<file path="config.mk">
export PLATFORM = sky130hd
export DESIGN_NAME = mul_sign_ctrl_flat
export DESIGN_NICKNAME = d
export VERILOG_FILES = /design/src/rtl/mul_sign_ctrl_pkg.sv /design/src/rtl/mul_sign_ctrl_if.sv /design/src/rtl/mul_sign_ctrl_cond_neg.sv /design/src/rtl/mul_sign_ctrl.sv /design/src/flat_wrapper.sv
export SDC_FILE = /design/constraint.sdc
export NUM_CORES = 1
export LEC_CHECK = 0
export CORE_MARGIN = 5
export CORE_UTILIZATION = 25
export DETAILED_ROUTE_END_ITERATION = 10
export SLEW_MARGIN = 20
export SYNTH_ARGS = -nofsm -noshare
export SYNTH_HDL_FRONTEND = slang
export SYNTH_HIERARCHICAL = 1
export SYNTH_SLANG_ARGS = --single-unit
</file>
<file path="constraint.sdc">
create_clock -name clk -period 10.3 [get_ports clk]
set_input_delay 1.545 -clock clk [delete_from_list [all_inputs] [get_ports clk]]
set_output_delay 1.545 -clock clk [all_outputs]
set_load 0.005 [all_outputs]
</file>
<file path="src/rtl/mul_sign_ctrl_pkg.sv">
// -----------------------------------------------------------------------------
// mul_pkg
//   Shared definitions for the RV64M sign-control wrapper around the unsigned
//   start/done multiplier core.
//   - XLEN_DEFAULT : default operand/result width (product is 2*XLEN).
//   - F3_*         : funct3 encodings of the four multiply operations.
//   - state_t      : issue/retire FSM states.
//   - op_* helpers : per-operation signedness and half selection, so every
//                    consumer decodes funct3[1:0] the same way.
// -----------------------------------------------------------------------------
package mul_pkg;

  localparam int XLEN_DEFAULT = 64;

  localparam logic [2:0] F3_MUL    = 3'b000;
  localparam logic [2:0] F3_MULH   = 3'b001;
  localparam logic [2:0] F3_MULHSU = 3'b010;
  localparam logic [2:0] F3_MULHU  = 3'b011;

  typedef enum logic [2:0] {
    IDLE  = 3'd0,
    START = 3'd1,
    WAIT  = 3'd2,
    FIX   = 3'd3,
    OUT   = 3'd4
  } state_t;

  // rs1 is treated as signed for MULH and MULHSU.
  function automatic logic op_signed_a(input logic [1:0] op);
    return (op == F3_MULH[1:0]) || (op == F3_MULHSU[1:0]);
  endfunction

  // rs2 is treated as signed only for MULH.
  function automatic logic op_signed_b(input logic [1:0] op);
    return (op == F3_MULH[1:0]);
  endfunction

  // MUL returns the low half; every other op returns the high half.
  function automatic logic op_high_half(input logic [1:0] op);
    return (op != F3_MUL[1:0]);
  endfunction

endpackage

</file>
<file path="src/rtl/mul_sign_ctrl_if.sv">
// -----------------------------------------------------------------------------
// mul_sign_ctrl_if
//   Bundles both sides of the sign-control stage:
//   - execute side : in_valid/in_ready/funct3/rs1/rs2 (operation in),
//                    out_valid/out_ready/result (selected product half out).
//   - core side    : mul_start/mul_a/mul_b (operand magnitudes out),
//                    mul_done/mul_p (unsigned 2*XLEN product in).
//   Modports:
//   - slave  : the sign-control block itself.
//   - master : whatever surrounds it (execute stage plus multiplier core).
// -----------------------------------------------------------------------------
interface mul_sign_ctrl_if #(
  parameter int XLEN = mul_pkg::XLEN_DEFAULT
);

  logic              in_valid;
  logic              in_ready;
  logic [2:0]        funct3;
  logic [XLEN-1:0]   rs1;
  logic [XLEN-1:0]   rs2;
  logic              out_valid;
  logic              out_ready;
  logic [XLEN-1:0]   result;
  logic              mul_start;
  logic [XLEN-1:0]   mul_a;
  logic [XLEN-1:0]   mul_b;
  logic              mul_done;
  logic [2*XLEN-1:0] mul_p;

  modport slave (
    input  in_valid, funct3, rs1, rs2, out_ready, mul_done, mul_p,
    output in_ready, out_valid, result, mul_start, mul_a, mul_b
  );

  modport master (
    output in_valid, funct3, rs1, rs2, out_ready, mul_done, mul_p,
    input  in_ready, out_valid, result, mul_start, mul_a, mul_b
  );

endinterface

</file>
<file path="src/rtl/mul_sign_ctrl_cond_neg.sv">
// -----------------------------------------------------------------------------
// mul_cond_neg
//   Combinational conditional two's-complement negate of a W-bit value.
//   Ports:
//   - din  : value to (optionally) negate.
//   - neg  : 1 -> dout = -din, 0 -> dout = din.
//   - dout : result, same width as din.
//   -0 is 0 and -(2^(W-1)) is 2^(W-1) when read as unsigned, so the operand
//   magnitude path needs no special cases.
// -----------------------------------------------------------------------------
module mul_cond_neg #(
  parameter int W = 64
) (
  input  logic [W-1:0] din,
  input  logic         neg,
  output logic [W-1:0] dout
);

  logic [W-1:0] inv;

  // Invert every bit when negating, then add neg as the +1 carry-in.
  genvar gi;
  generate
    for (gi = 0; gi < W; gi++) begin : g_inv
      assign inv[gi] = din[gi] ^ neg;
    end
  endgenerate

  assign dout = inv + {{(W-1){1'b0}}, neg};

endmodule

</file>
<file path="src/rtl/mul_sign_ctrl.sv">
// -----------------------------------------------------------------------------
// mul_sign_ctrl
//   Issue/retire stage around an unsigned start/done multiplier core for
//   RV64M MUL, MULH, MULHSU and MULHU.
//   Ports:
//   - clk   : clock, all state updates on the rising edge.
//   - rst_n : asynchronous active-low reset; drops any in-flight operation.
//   - bus   : mul_sign_ctrl_if.slave (execute handshake + core interface).
//   Flow: IDLE (accept, form magnitudes) -> START (one-cycle mul_start)
//         -> WAIT (capture mul_p on mul_done) -> FIX (sign-correct, select
//         half) -> OUT (hold result until out_ready) -> IDLE.
//   Optional build macro MUL_REUSE_EN: remembers the last operands, their
//   signedness and the corrected product; a matching operation skips the core
//   (IDLE -> FIX) and is answered from the stored product.
// -----------------------------------------------------------------------------
module mul_sign_ctrl
  import mul_pkg::*;
#(
  parameter int XLEN = XLEN_DEFAULT
) (
  input  logic           clk,
  input  logic           rst_n,
  mul_sign_ctrl_if.slave bus
);

  localparam int PW = 2 * XLEN;

  state_t          state_reg;
  state_t          state_next;

  logic [1:0]      sgn_reg;      // funct3[1:0] of the operation in flight
  logic            neg_reg;      // product must be negated in FIX
  logic [XLEN-1:0] mul_a_reg;
  logic [XLEN-1:0] mul_b_reg;
  logic [PW-1:0]   p_raw_reg;    // unsigned product as delivered by the core
  logic [PW-1:0]   product_reg;  // sign-corrected product
  logic [XLEN-1:0] result_reg;

  logic            in_ready_c;
  logic            out_valid_c;
  logic            mul_start_c;

  // funct3[2] selects the divide group upstream and carries no meaning here.
  logic            unused_funct3_msb;
  assign unused_funct3_msb = bus.funct3[2];

  // ---------------------------------------------------------------------------
  // Operand magnitudes
  // ---------------------------------------------------------------------------
  logic [1:0]      sgn_in;
  logic            neg_a;
  logic            neg_b;
  logic [XLEN-1:0] mag_a;
  logic [XLEN-1:0] mag_b;

  assign sgn_in = bus.funct3[1:0];
  assign neg_a  = op_signed_a(sgn_in) & bus.rs1[XLEN-1];
  assign neg_b  = op_signed_b(sgn_in) & bus.rs2[XLEN-1];

  mul_cond_neg #(.W(XLEN)) u_neg_a (
    .din  (bus.rs1),
    .neg  (neg_a),
    .dout (mag_a)
  );

  mul_cond_neg #(.W(XLEN)) u_neg_b (
    .din  (bus.rs2),
    .neg  (neg_b),
    .dout (mag_b)
  );

  // ---------------------------------------------------------------------------
  // Product sign correction
  // ---------------------------------------------------------------------------
  logic [PW-1:0]   p_fixed;
  logic [PW-1:0]   fix_prod;
  logic            use_stored;

  mul_cond_neg #(.W(PW)) u_neg_p (
    .din  (p_raw_reg),
    .neg  (neg_reg),
    .dout (p_fixed)
  );

  // A reuse hit takes the already-corrected product; it must not be negated again.
  assign fix_prod = use_stored ? product_reg : p_fixed;

  logic accept;
  logic hit;

  assign accept = (state_reg == IDLE) & bus.in_valid;

  // ---------------------------------------------------------------------------
  // Optional result reuse
  // ---------------------------------------------------------------------------
`ifdef MUL_REUSE_EN
  logic [XLEN-1:0] last_rs1_reg;
  logic [XLEN-1:0] last_rs2_reg;
  logic [1:0]      last_sgn_reg;
  logic            hit_valid_reg;
  logic            hit_reg;

  // The low half of the product does not depend on signedness, so a MUL can
  // be served by any stored product of the same operands.
  assign hit = hit_valid_reg
             & (bus.rs1 == last_rs1_reg)
             & (bus.rs2 == last_rs2_reg)
             & ((sgn_in == last_sgn_reg) | (sgn_in == F3_MUL[1:0]));

  assign use_stored = hit_reg;

  // product_reg doubles as the stored product: it is only rewritten in FIX,
  // and a hit rewrites it with its own value.
  always_ff @(posedge clk or negedge rst_n) begin
    if (!rst_n) begin
      last_rs1_reg  <= '0;
      last_rs2_reg  <= '0;
      last_sgn_reg  <= '0;
      hit_valid_reg <= 1'b0;
      hit_reg       <= 1'b0;
    end else begin
      if (accept) begin
        hit_reg <= hit;
      end
      if (accept && !hit) begin
        last_rs1_reg  <= bus.rs1;
        last_rs2_reg  <= bus.rs2;
        last_sgn_reg  <= sgn_in;
        hit_valid_reg <= 1'b0;
      end
      if ((state_reg == FIX) && !hit_reg) begin
        hit_valid_reg <= 1'b1;
      end
    end
  end
`else
  assign hit        = 1'b0;
  assign use_stored = 1'b0;
`endif

  // ---------------------------------------------------------------------------
  // FSM: state register
  // ---------------------------------------------------------------------------
  always_ff @(posedge clk or negedge rst_n) begin
    if (!rst_n) begin
      state_reg <= IDLE;
    end else begin
      state_reg <= state_next;
    end
  end

  // ---------------------------------------------------------------------------
  // FSM: next state and handshake outputs
  // ---------------------------------------------------------------------------
  always_comb begin
    state_next  = state_reg;
    in_ready_c  = 1'b0;
    out_valid_c = 1'b0;
    mul_start_c = 1'b0;
    unique case (state_reg)
      IDLE: begin
        in_ready_c = 1'b1;
        if (bus.in_valid) begin
          state_next = hit ? FIX : START;
        end
      end
      START: begin
        mul_start_c = 1'b1;
        state_next  = WAIT;
      end
      WAIT: begin
        // mul_done is only meaningful here; a stale pulse elsewhere is dropped.
        if (bus.mul_done) begin
          state_next = FIX;
        end
      end
      FIX: begin
        state_next = OUT;
      end
      OUT: begin
        out_valid_c = 1'b1;
        if (bus.out_ready) begin
          state_next = IDLE;
        end
      end
      default: begin
        state_next = IDLE;
      end
    endcase
  end

  // ---------------------------------------------------------------------------
  // Datapath registers
  // ---------------------------------------------------------------------------
  always_ff @(posedge clk or negedge rst_n) begin
    if (!rst_n) begin
      sgn_reg     <= '0;
      neg_reg     <= 1'b0;
      mul_a_reg   <= '0;
      mul_b_reg   <= '0;
      p_raw_reg   <= '0;
      product_reg <= '0;
      result_reg  <= '0;
    end else begin
      if (accept) begin
        sgn_reg <= sgn_in;
      end
      // Core operands only move for operations that actually use the core,
      // so they stay stable from START until after mul_done.
      if (accept && !hit) begin
        neg_reg   <= neg_a ^ neg_b;
        mul_a_reg <= mag_a;
        mul_b_reg <= mag_b;
      end
      if ((state_reg == WAIT) && bus.mul_done) begin
        p_raw_reg <= bus.mul_p;
      end
      if (state_reg == FIX) begin
        product_reg <= fix_prod;
        result_reg  <= op_high_half(sgn_reg) ? fix_prod[PW-1:XLEN]
                                             : fix_prod[XLEN-1:0];
      end
    end
  end

  assign bus.in_ready  = in_ready_c;
  assign bus.out_valid = out_valid_c;
  assign bus.mul_start = mul_start_c;
  assign bus.mul_a     = mul_a_reg;
  assign bus.mul_b     = mul_b_reg;
  assign bus.result    = result_reg;

endmodule

</file>
<file path="src/flat_wrapper.sv">
// flat-port wrapper written by rule: the top's interface ports become plain ports
module mul_sign_ctrl_flat import mul_pkg::*;
#(
  parameter int XLEN = XLEN_DEFAULT
)
  (clk, rst_n, bus_in_valid, bus_funct3, bus_rs1, bus_rs2, bus_out_ready, bus_mul_done, bus_mul_p, bus_in_ready, bus_out_valid, bus_result, bus_mul_start, bus_mul_a, bus_mul_b);
  mul_sign_ctrl_if #(.XLEN(XLEN)) bus_i ();
  input  logic clk;
  input  logic rst_n;
  input wire logic [$bits(bus_i.in_valid)-1:0] bus_in_valid;
  input wire logic [$bits(bus_i.funct3)-1:0] bus_funct3;
  input wire logic [$bits(bus_i.rs1)-1:0] bus_rs1;
  input wire logic [$bits(bus_i.rs2)-1:0] bus_rs2;
  input wire logic [$bits(bus_i.out_ready)-1:0] bus_out_ready;
  input wire logic [$bits(bus_i.mul_done)-1:0] bus_mul_done;
  input wire logic [$bits(bus_i.mul_p)-1:0] bus_mul_p;
  output wire logic [$bits(bus_i.in_ready)-1:0] bus_in_ready;
  output wire logic [$bits(bus_i.out_valid)-1:0] bus_out_valid;
  output wire logic [$bits(bus_i.result)-1:0] bus_result;
  output wire logic [$bits(bus_i.mul_start)-1:0] bus_mul_start;
  output wire logic [$bits(bus_i.mul_a)-1:0] bus_mul_a;
  output wire logic [$bits(bus_i.mul_b)-1:0] bus_mul_b;
  assign bus_i.in_valid = bus_in_valid;
  assign bus_i.funct3 = bus_funct3;
  assign bus_i.rs1 = bus_rs1;
  assign bus_i.rs2 = bus_rs2;
  assign bus_i.out_ready = bus_out_ready;
  assign bus_i.mul_done = bus_mul_done;
  assign bus_i.mul_p = bus_mul_p;
  assign bus_in_ready = bus_i.in_ready;
  assign bus_out_valid = bus_i.out_valid;
  assign bus_result = bus_i.result;
  assign bus_mul_start = bus_i.mul_start;
  assign bus_mul_a = bus_i.mul_a;
  assign bus_mul_b = bus_i.mul_b;
  mul_sign_ctrl #(.XLEN(XLEN)) u_core (.clk(clk), .rst_n(rst_n), .bus(bus_i));
endmodule
</file>
## After elaboration in Yosys (flattened, before gate mapping)

Cells that the tools add are included.

- Register bits: 326
- Bits of input ports: 264
- Output and inout bits: 195

- Add/sub/neg operators: 3
- Equal/unequal tests: 9
- Mux-type cells: 8
- Bitwise operators: 260
- Reductions and logical operators: 5

Operator list:

| kind | number |
|---|---|
| $xor A1 B1 Y1 | 257 |
| $add A128 B1 Y128 | 1 |
| $add A64 B1 Y64 | 2 |
| $mux W64 | 1 |
| $pmux W3 S5 | 1 |
| $mux W3 | 3 |
| $eq A3 B2 Y1 const B | 2 |
| $ne A2 B2 Y1 const B | 3 |
| $and A1 B1 Y1 | 3 |
| $eq A3 B1 Y1 const B | 1 |
| $eq A3 B3 Y1 const B | 1 |
| $logic_not A3 Y1 | 1 |
| $mux W1 | 3 |
| $reduce_and A3 Y1 | 1 |
| $eq A2 B1 Y1 const B | 1 |
| $eq A2 B2 Y1 const B | 1 |
| $reduce_bool A2 Y1 | 1 |
| $logic_and A1 B1 Y1 | 1 |
| $logic_or A1 B1 Y1 | 1 |

## Depth between registers and ports, before layout

Gate-level depths: netlist of the first run.

- Depth in word-level cells: 5
- Gate-level depth with buffers: 21

## By module

The synthesis of the first run kept the hierarchy.

Modules (own cells, without submodules):

| module | times used | cells each | area each (sq um) |
|---|---|---|---|
| mul_sign_ctrl | 1 | 848 | 13180.1 |
| mul_cond_neg at u_core.u_neg_p | 1 | 998 | 6792.8 |
| mul_cond_neg at u_core.u_neg_a ... | 2 | 480 | 3289.4 |

## Worst setup path after synthesis of the first run

OpenSTA, ideal clock, no wires.

- Path type: input to register
- From: input bus_funct3[1]
- To: register u_core.mul_a_reg[54], in the netlist u_core/bus.mul_a[54]
- Arrival time: 5621 ps
- Required time: 10172 ps
- Path slack: 4552 ps
- Stages: 16
- Path buffers: 6
- Path through: inv_1 ha_1 nor2b_1 clkbuf_1 buf_2 clkbuf_1 clkbuf_1 buf_1 xor2_1 ha_1 clkbuf_1 o2111ai_1 nor4_2 nor3b_1 xnor2_1 mux2_1

- Cells in the longest elaborated chain, start to end: 5
- Elaborated cells on any way between the ends: 60
- Classes of those cells: 1 x add/sub; 2 x eq/ne; 56 x bitwise; 1 x reduce/logical

RTL lines:

| element | line | RTL |
|---|---|---|
| start, declared | flat_wrapper.sv:11 | `input wire logic [$bits(bus_i.funct3)-1:0] bus_funct3;` |
| $eq A2 B1 Y1 or $eq A2 B2 Y1 (tied branches) | mul_sign_ctrl_pkg.sv:30 | `return (op == F3_MULH[1:0]) \|\| (op == F3_MULHSU[1:0]);` |
| $logic_or A1 B1 Y1 * | mul_sign_ctrl_pkg.sv:30 |  |
| $and A1 B1 Y1 * | mul_sign_ctrl.sv:57 | `assign neg_a = op_signed_a(sgn_in) & bus.rs1[XLEN-1];` |
| named net u_core.neg_a | mul_sign_ctrl.sv:51 | `logic neg_a;` |
| $xor A1 B1 Y1 | mul_sign_ctrl_cond_neg.sv:25 | `assign inv[gi] = din[gi] ^ neg;` |
| $add A64 B1 Y64 * | mul_sign_ctrl_cond_neg.sv:29 | `assign dout = inv + {{(W-1){1'b0}}, neg};` |
| named net u_core.mag_a[54] | mul_sign_ctrl.sv:53 | `logic [XLEN-1:0] mag_a;` |
| end signal, assigned | mul_sign_ctrl.sv:212 | `mul_a_reg <= mag_a;` |
| end, declared | mul_sign_ctrl.sv:33 | `logic [XLEN-1:0] mul_a_reg;` |

Mark *: on every way through the listed nets, which the timed path passes. The rest lies on a longest branch.
A chain may end at the register's enable or synchronous reset.

## Worst setup path after layout of the first run

- From: input bus_funct3[1]
- To: register u_core.mul_a_reg[62], in the netlist u_core/bus.mul_a[62]

The elaborated chain is that of the path after synthesis.

==> results of run 1 <==
## path summary, 6_finish.rpt
path,from,end,slack (ns),cells after the start
worst min-delay path,u_core/bus.result[53],u_core/bus.result[53],0.48,2
min in group asynchronous,rst_n,u_core/bus.result[53],1.00,1
max in group asynchronous,rst_n,u_core/bus.mul_b[59],8.02,3
worst max register to register,u_core/neg_reg,u_core/bus.result[18],4.54,10
worst min register to register,u_core/bus.result[53],u_core/bus.result[53],0.48,2
worst max-delay path,bus_funct3[1],u_core/bus.mul_a[62],4.47,13
## Yosys cell counts, types with 55 or more instances
cell        n  area [um^2]
nand2_1   245        919.6
nand2b_1   83        519.3
o22ai_1    73        456.7
o21ai_0   103        515.5
nor2_1    123        461.7
mux2_2     55        619.3
xnor2_1   322         2820
dfrtp_1   326         8158
xor2_1     97        849.6
mux2_1    135         1520
clkbuf_1   89        334.1
mux2_4     90         1351
mux2i_1   122         1221
nand3_1    87        435.4
## metrics by stage
stage	instance area (um^2)	worst slack, ns	utilization (%)	power, mW
after floorplan	26550	4.552	-	5.400
after global placement	32010	3.947	30.37	7.335
after detailed placement	32010	3.927	30.37	7.387
after CTS	33600	4.553	31.87	9.190
after global routing	33640	4.246	31.91	9.642
final	33660	4.466	31.93	9.079
## kinds of logic after synthesis
kind of cell               after synthesis  synth area share (%)
AOI/OAI and AO/OA                      357                 9.057
xor gates and xnor gates               419                 13.82
adders and majority gates                7                0.3298
buffers and inverters                  222                 4.335
DFF                                    326                 30.72
muxes                                  402                 17.75
and+or+nand+nor                       1073                 23.99
## where the power goes
part | switching (mW) | internal, mW | total, mW
combinational | 2.13 | 2.38 | 4.51
clock | 0.679 | 1.04 | 1.72
sequential | 0.922 | 1.93 | 2.85
## layout make-up
| class | count | area (um^2) | area share [%] |
|---|---|---|---|
| diodes | 10 | 25.02 | 0.07435 |
| repair buffers | 481 | 4792 | 14.24 |
| well taps | 1391 | 1740 | 5.171 |
| clock inverters | 26 | 374.1 | 1.112 |
| flip-flops and latches | 326 | 8162 | 24.25 |
| multi-input cells | 2258 | 17270 | 51.32 |
| clock buffers | 55 | 1214 | 3.606 |
| inverters | 21 | 78.83 | 0.2342 |
## worst register-to-register path: stages (launching register included)
cell	delay, ns
dfrtp_4	0.80
buf_4	0.78
or4b_1	0.57
o32ai_1	0.67
nand4_1	0.34
nor4_1	0.80
nor2b_1	0.87
nand3_1	0.20
xnor2_1	0.33
mux2i_1	0.17
o21ai_0	0.18
## routing by layer
layer	routed length, um	up-vias	share of wire, %	global-route usage, %
li1	-	10820	-	-
met4	3550	10	3.4	5.792
met3	8884	144	8.6	5.619
met2	46670	786	45	27.89
met1	44680	11080	43	22.70
met5	68	-	0.065	0
==> flow_metrics.py, run 1 <==
metrics = {
    "cts": {
        "clk_root_buffer_cell": "clkbuf_16",
        "postCtsSetupBuffers": 0,
        "clk_latency_ns": 0.61,
        "cts_tree": "done",
        "clockBufferDepth": 3,
        "cts.repair.resized": 0,
        "clk_pin_slew_ns": 0.06,
        "cts_buffers": 45,
        "cts-htree-levels": 2,
        "cts.sinks": 326,
        "cts_hold_buffers": 0,
    },
    "power_and_ir_drop": {
        "ir_drop_uv": 138.3,
        "cellPowerDensity_nw_per_um2": 269.7,
        "p_leak_nw": 12.14,
    },
    "synth": {
        "yosys.cell_types.count": 94,
        "netlist_area_um2": 26550,
        "yosysWarnings": 6,
        "ys.flop_type": "dfrtp_1",
        "syn_area_per_cell_um2": 9.462,
        "async_reset_ff_share_pct": 100.0,
        "ys_ff_latch": 326,
        "synthCells": 2806,
        "ys_seq_area_share_pct": 30.72,
        "synth_edf_count": 0,
        "syn_nets": 3077,
    },
    "job": {
        "drv_cap": 0,
    },
    "die": {
        "die_y_um": 335.9,
        "die_w_um": 335.9,
        "start_util_pct": 25.19,
        "dieArea_um2": 112800,
        "ios": 459,
        "core_area_um2": 105400,
        "placementRows": 119,
    },
    "detailed_routing": {
        "detail-route-antenna-nets": 0,
        "firstDrtPassIters": 8,
        "first_iter_violations": 1757,
        "drt-total-wl_um": 103800,
        "wl_per_cell_um": 22.73,
        "via_count": 22840,
        "vias_per_cell": 5.000,
        "drc": 0,
    },
    "final_layout": {
        "area_delta_synth_final_pct": 26.76,
        "layout_commonest_cell": "clkdlybuf4s50_1",
        "instances_no_fill": 4568,
        "largest_register_ffs": 128,
        "nets": 3404,
        "drive_above_1_share_pct": 10.86,
        "n_fill_cell": 10970,
        "final_cell_mix": "clkdlybuf4s50_1 (456), dfrtp_1 (325), xnor2_1 (322)",
    },
    "global_routing": {
        "first_global_vias": 22320,
        "grt_pass1_wl_um": 150900,
        "grt_use_total_pct": 17.56,
        "grt_antenna_before_repair": 18,
        "gr-total-overflow": 0,
        "grt_start_max_net_pins": 108,
    },
    "worst_setup_path": {
        "crit_path_cell_trace": "clkdlybuf4s50_1 -> inv_1 -> ha_1 -> nor2b_4 -> buf_4 -> buf_4 -> or4b_2 -> o22ai_1 -> nand3_1 -> nor3_1 -> a22oi_1 -> nand3b_1 -> mux2_1",
        "cp_max_fo": 57,
        "endpoint_kind": "flip-flop",
        "crit_slowest_cell": "or4b_2",
        "crit_path_frequent_cell": "buf_4",
        "cp_num_buf_inv": 4,
        "critical-path-max-stage-delay_ns": 0.66,
        "crit_required_ns": 10.77,
        "critPathTopFamily": "simple AND/OR/NAND/NOR gates",
        "arrival_ns": 6.31,
        "critPathLaunchType": "input port",
        "crit_type": "in -> reg",
    },
    "placement": {
        "numPortBuffers": 457,
        "dpl.cell_count": 4476,
        "place_congestion": 0.9151,
        "dp_hpwl_um": 81210,
    },
    "sta": {
        "period_needed_ns": 5.834,
        "worstMarginPinSlew_ns": 1.116,
        "hold_violations": 0,
        "setup_viol": 0,
        "worst_hold_slack_ns": 0.4800,
        "report.final.slew_viol_count": 0,
        "max_freq_ghz": 0.1714,
        "rsz0062_at_grt": "false",
        "fin_crit_sh_pct": 56.65,
        "fin_tns_setup_ns": 0,
        "slew_headroom_pct": 24.96,
        "finalClockSkew_ns": 0.02430,
    },
    "hold_path": {
        "hold_class": "reg -> reg",
    },
    "run_status": {
        "outcome": "completed",
    },
}
No activity file was read; power rests on OpenSTA's default activity.
==> run 2, diff against run 1 <==
==> constraint.sdc (replaced) <==
create_clock -name clk -period 4.8 [get_ports clk]
set_input_delay 0.72 -clock clk [delete_from_list [all_inputs] [get_ports clk]]
set_output_delay 0.72 -clock clk [all_outputs]
set_load 0.005 [all_outputs]
==> flow_metrics.py, run 2 (synthesis results as in run 1) <==
metrics = {
    "worst_setup_path": {
        "crit_path_cell_trace": "buf_12 -> buf_4 -> or4b_2 -> mux2i_1 -> nand4_1 -> nor4_1 -> buf_4 -> nor2b_1 -> buf_4 -> nand3_1 -> xnor2_1 -> mux2i_1 -> o21ai_0",
        "critical-path-max-stage-delay_ns": 0.62,
        "critPathTopFamily": "simple AND/OR/NAND/NOR gates",
        "cp_num_buf_inv": 4,
        "critPathLaunchType": "flip-flop",
        "cp_max_fo": 34,
        "arrival_ns": 4.69,
        "endpoint_kind": "flip-flop",
        "crit_type": "reg -> reg",
        "crit_slowest_cell": "dfrtp_4",
        "crit_path_frequent_cell": "buf_4",
        "crit_required_ns": 5.31,
    },
    "cts": {
        "cts.sinks": 326,
        "postCtsSetupBuffers": 0,
        "clk_pin_slew_ns": 0.06,
        "clk_latency_ns": 0.60,
        "cts_tree": "done",
        "clk_root_buffer_cell": "clkbuf_16",
        "clockBufferDepth": 3,
        "cts-htree-levels": 2,
        "cts.repair.resized": 0,
        "cts_buffers": 43,
        "cts_hold_buffers": 0,
    },
    "detailed_routing": {
        "detail-route-antenna-nets": 0,
        "drc": 0,
        "firstDrtPassIters": 6,
        "drt-total-wl_um": 105700,
        "first_iter_violations": 1798,
        "via_count": 23330,
        "wl_per_cell_um": 22.73,
        "vias_per_cell": 5.015,
    },
    "placement": {
        "dp_hpwl_um": 83810,
        "numPortBuffers": 457,
        "placed_area_um2": 32810,
        "place_congestion": 0.9519,
    },
    "sta": {
        "finalClockSkew_ns": 0.02372,
        "setup_viol": 0,
        "fin_tns_setup_ns": 0,
        "slew_headroom_pct": 47.83,
        "report.final.slew_viol_count": 0,
        "hold_violations": 0,
        "max_freq_ghz": 0.2397,
        "rsz0062_at_grt": "false",
        "worstMarginPinSlew_ns": 0.7825,
        "period_needed_ns": 4.172,
        "fin_crit_sh_pct": 86.92,
    },
    "hold_path": {
        "hold_class": "in -> async",
    },
    "final_layout": {
        "area_delta_synth_final_pct": 29.45,
        "n_fill_cell": 10920,
        "largest_register_ffs": 128,
        "nets": 3486,
        "seqCellArea_um2": 8162,
        "utilization_pct": 32.60,
        "layout_commonest_cell": "clkdlybuf4s50_1",
        "multi_input_area_um2": 17270,
        "fin_area_um2": 34370,
        "final_cell_mix": "clkdlybuf4s50_1 (456), dfrtp_1 (325), xnor2_1 (322)",
        "drive_above_1_share_pct": 13.12,
    },
    "power_and_ir_drop": {
        "ir_drop_uv": 475.2,
        "p_leak_nw": 12.57,
        "power_mw": 19.60,
        "cellPowerDensity_nw_per_um2": 570.4,
    },
    "global_routing": {
        "grt_start_max_net_pins": 92,
        "grt_antenna_before_repair": 27,
        "grt_use_total_pct": 17.92,
        "grt_pass1_wl_um": 154200,
        "gr-total-overflow": 0,
        "first_global_vias": 22880,
    },
    "job": {
        "drv_cap": 0,
    },
    "die": {
        "core_area_um2": 105400,
        "die_w_um": 335.9,
        "start_util_pct": 25.19,
        "die_y_um": 335.9,
        "dieArea_um2": 112800,
        "ios": 459,
        "placementRows": 119,
    },
    "run_status": {
        "outcome": "completed",
    },
}
-- run 2: worst paths after layout --
path                                        from  cells past startpoint  slack (ns)                    end
max reg2reg                       u_core/neg_reg                     13        0.63  u_core/bus.result[18]
min reg2reg                u_core/bus.result[35]                      2        0.48  u_core/bus.result[35]
min in group clk           u_core/bus.result[35]                      2        0.48  u_core/bus.result[35]
max                               u_core/neg_reg                     13        0.63  u_core/bus.result[18]
max in group asynchronous                  rst_n                      2        3.61   u_core/bus.mul_a[44]
min                                        rst_n                      1        0.14  u_core/p_raw_reg[101]
-- run 2: worst reg2reg max path, delay by kind of cell (launching register included) --
family / cells / cell delay [ns]
compound gates: 1 / 0.18
buf+inv: 4 / 0.97
simple gates: 5 / 1.57
xor+xnor: 1 / 0.30
flops: 1 / 0.62
mux: 2 / 0.46
-- run 2: where the power goes --
part	leakage (nW)	switching (mW)	internal [mW]
Clock	0.733	1.40	2.12
Combinational	7.93	4.76	5.29
Sequential	3.90	1.90	4.13
-- run 2: through the flow --
step,std cells,hold slack [ns],setup slack [ns]
final,4652,0.1422,0.6278
after global placement,4560,0.4628,0.2191
after floorplan,2806,0.4244,0.03475
after detailed placement,4561,0.4701,0.2211
after global routing,4642,0.1836,0.3194
after CTS,4638,0.1409,0.6006
-- run 2: area by class of cell --
class / instances / area share, %
tap: 1391 / 5.064
clock inverter: 27 / 1.045
multi-input combinational: 2258 / 50.25
antenna: 14 / 0.1019
sequential: 326 / 23.75
clock buffer: 50 / 3.386
inverter: 21 / 0.2293
timing repair buffer: 565 / 16.18
-- run 2: layer usage --
metal | vias to the layer above | wire, um | global-route usage, %
li1 | 10990 | - | -
met1 | 11350 | 44970 | 23.26
met2 | 806 | 48170 | 28.97
met3 | 157 | 8973 | 5.112
met4 | 24 | 3472 | 5.576
met5 | - | 158 | 0
==> run 3, diff against run 2 <==
--- a/config.mk
+++ b/config.mk
@@ -8,6 +8,7 @@
 export CORE_MARGIN = 5
 export CORE_UTILIZATION = 25
 export DETAILED_ROUTE_END_ITERATION = 10
+export SETUP_SLACK_MARGIN = 0.1
 export SLEW_MARGIN = 20
 export SYNTH_ARGS = -nofsm -noshare
 export SYNTH_HDL_FRONTEND = slang
==> flow_metrics.py, run 3 (synthesis results as in run 1) <==
metrics = {
    "cts": {
        "cts_hold_buffers": 0,
        "clk_pin_slew_ns": 0.06,
        "clk_latency_ns": 0.62,
        "cts.repair.resized": 0,
        "clk_root_buffer_cell": "clkbuf_16",
        "clockBufferDepth": 3,
        "cts_buffers": 45,
        "postCtsSetupBuffers": 0,
        "cts.sinks": 326,
        "cts-htree-levels": 2,
        "cts_tree": "done",
    },
    "hold_path": {
        "hold_class": "in -> async",
    },
    "global_routing": {
        "grt_start_max_net_pins": 103,
        "first_global_vias": 22610,
        "grt_pass1_wl_um": 153900,
        "grt_use_total_pct": 18.05,
        "gr-total-overflow": 0,
        "grt_antenna_before_repair": 21,
    },
    "worst_setup_path": {
        "r2r_slack_ns": 0.62,
        "critical-path-max-stage-delay_ns": 0.66,
        "crit_slowest_cell": "dfrtp_4",
        "crit_required_ns": 5.27,
        "reg2reg_from": "u_core/neg_reg",
        "rr_worst_depth": 10,
        "crit_type": "reg -> reg",
        "arrival_ns": 4.65,
        "crit_path_cell_trace": "buf_4 -> or4b_1 -> o32ai_4 -> and4_1 -> nand4_1 -> or4b_1 -> mux2i_1 -> xnor2_1 -> mux2i_1 -> o21ai_0",
        "critPathLaunchType": "flip-flop",
        "cp_max_fo": 29,
        "r2r-end": "u_core/bus.result[25]",
        "endpoint_kind": "flip-flop",
    },
    "die": {
        "core_area_um2": 105400,
        "start_util_pct": 25.19,
        "dieArea_um2": 112800,
        "placementRows": 119,
        "die_y_um": 335.9,
        "die_w_um": 335.9,
        "ios": 459,
    },
    "power_and_ir_drop": {
        "p_comb_share_pct": 49.9,
        "p_leak_nw": 12.56,
        "switchingPower_mw": 8.080,
        "cellPowerDensity_nw_per_um2": 576.4,
        "power_frac_clock_pct": 19.1,
        "seq_power_share_pct": 31.0,
        "power_mw": 19.78,
        "switching_share_pct": 40.84,
        "ir_drop_uv": 344.9,
        "p_int_mw": 11.70,
    },
    "sta": {
        "report.final.slew_viol_count": 0,
        "worst_hold_slack_ns": 0.1956,
        "rsz0062_at_grt": "false",
        "fin_tns_setup_ns": 0,
        "finalClockSkew_ns": 0.03658,
        "worstMarginPinSlew_ns": 0.8952,
        "hold_violations": 0,
        "max_freq_ghz": 0.2393,
        "fin_crit_sh_pct": 87.06,
        "slew_headroom_pct": 40.32,
        "setup_viol": 0,
        "fin_ws_ns": 0.6212,
        "period_needed_ns": 4.179,
    },
    "final_layout": {
        "layout_commonest_cell": "clkdlybuf4s50_1",
        "utilization_pct": 32.56,
        "final_cell_mix": "clkdlybuf4s50_1 (456), dfrtp_1 (325), xnor2_1 (322)",
        "largest_register_ffs": 128,
        "instances_no_fill": 4635,
        "area_delta_synth_final_pct": 29.26,
        "n_fill_cell": 10920,
        "drive_above_1_share_pct": 12.75,
        "nets": 3470,
        "fin_area_um2": 34320,
    },
    "job": {
        "drv_cap": 0,
    },
    "run_status": {
        "outcome": "completed",
    },
    "detailed_routing": {
        "first_iter_violations": 1846,
        "drc": 0,
        "firstDrtPassIters": 6,
        "detail-route-antenna-nets": 0,
        "vias_per_cell": 5.019,
        "drt-total-wl_um": 106700,
        "wl_per_cell_um": 23.01,
        "via_count": 23260,
    },
    "placement": {
        "placed_area_um2": 32650,
        "dpl.cell_count": 4543,
        "numPortBuffers": 457,
        "pre_cts_ws_ns": 0.2343,
        "place_congestion": 0.9057,
        "dp_hpwl_um": 84310,
    },
}
[run 3: cell count changes in the layout (fill, tap and decap cells not counted), sizes merged]
cell,before,now
clkinvlp,6,2
buf,109,91
clkbuf,50,49
clkinv,14,18
diode,14,13
bufinv,7,10
[run 3: worst max-delay path by stage]
stage          cells past startpoint            from                    end  slack [ns]
2_1_floorplan                     16   bus_funct3[1]   u_core/bus.mul_b[54]        0.17
3_3_place_gp                      13   bus_funct3[1]   u_core/bus.mul_a[60]        0.25
6_report                          10  u_core/neg_reg  u_core/bus.result[25]        0.62
3_5_place_dp                      12   bus_funct3[1]   u_core/bus.mul_a[58]        0.23
4_1_cts                           10  u_core/neg_reg  u_core/bus.result[25]        0.63
5_1_grt                           10  u_core/neg_reg  u_core/bus.result[25]        0.41
[run 3: layout make-up]
cell class | count | area (um^2) | area share [%]
timing repair buffer | 547 | 5393 | 15.71
tap | 1391 | 1740 | 5.071
inverter | 21 | 78.83 | 0.2297
clock buffer | 49 | 1192 | 3.474
antenna | 13 | 32.53 | 0.09478
sequential | 326 | 8162 | 23.78
clock inverter | 30 | 449.2 | 1.309
multi-input combinational | 2258 | 17270 | 50.33
[run 3: power by group through the flow]
| stage | clock [mW] | combinational (mW) | sequential, mW |
|---|---|---|---|
| after floorplan | 0 | 6.43 | 5.16 |
| after global placement | 0 | 9.83 | 6.13 |
| after detailed placement | 0 | 9.91 | 6.15 |
| after CTS | 3.92 | 9.97 | 6.13 |
| after global routing | 4.00 | 10.6 | 6.36 |
| final | 3.78 | 9.86 | 6.14 |
[run 3: layer usage]
| metal | part of all wire [%] | routed length, um | track usage (%) | vias to the layer above |
|---|---|---|---|---|
| li1 | - | - | - | 10970 |
| met1 | 44 | 46450 | 23.48 | 11370 |
| met2 | 47 | 49650 | 29.96 | 797 |
| met3 | 7.3 | 7752 | 4.605 | 116 |
| met4 | 2.6 | 2783 | 4.743 | 6 |
| met5 | 0.026 | 28 | 0 | - |
[run 3: critical path, delay by kind of cell, from the launching register on]
family                    cells  cell delay (ns)
buffers and inverters         1             0.29
xor gates and xnor gates      1             0.14
AOI/OAI and AO/OA             2             0.56
DFF                           1             0.66
muxes                         2             0.55
and+or+nand+nor               4             1.80
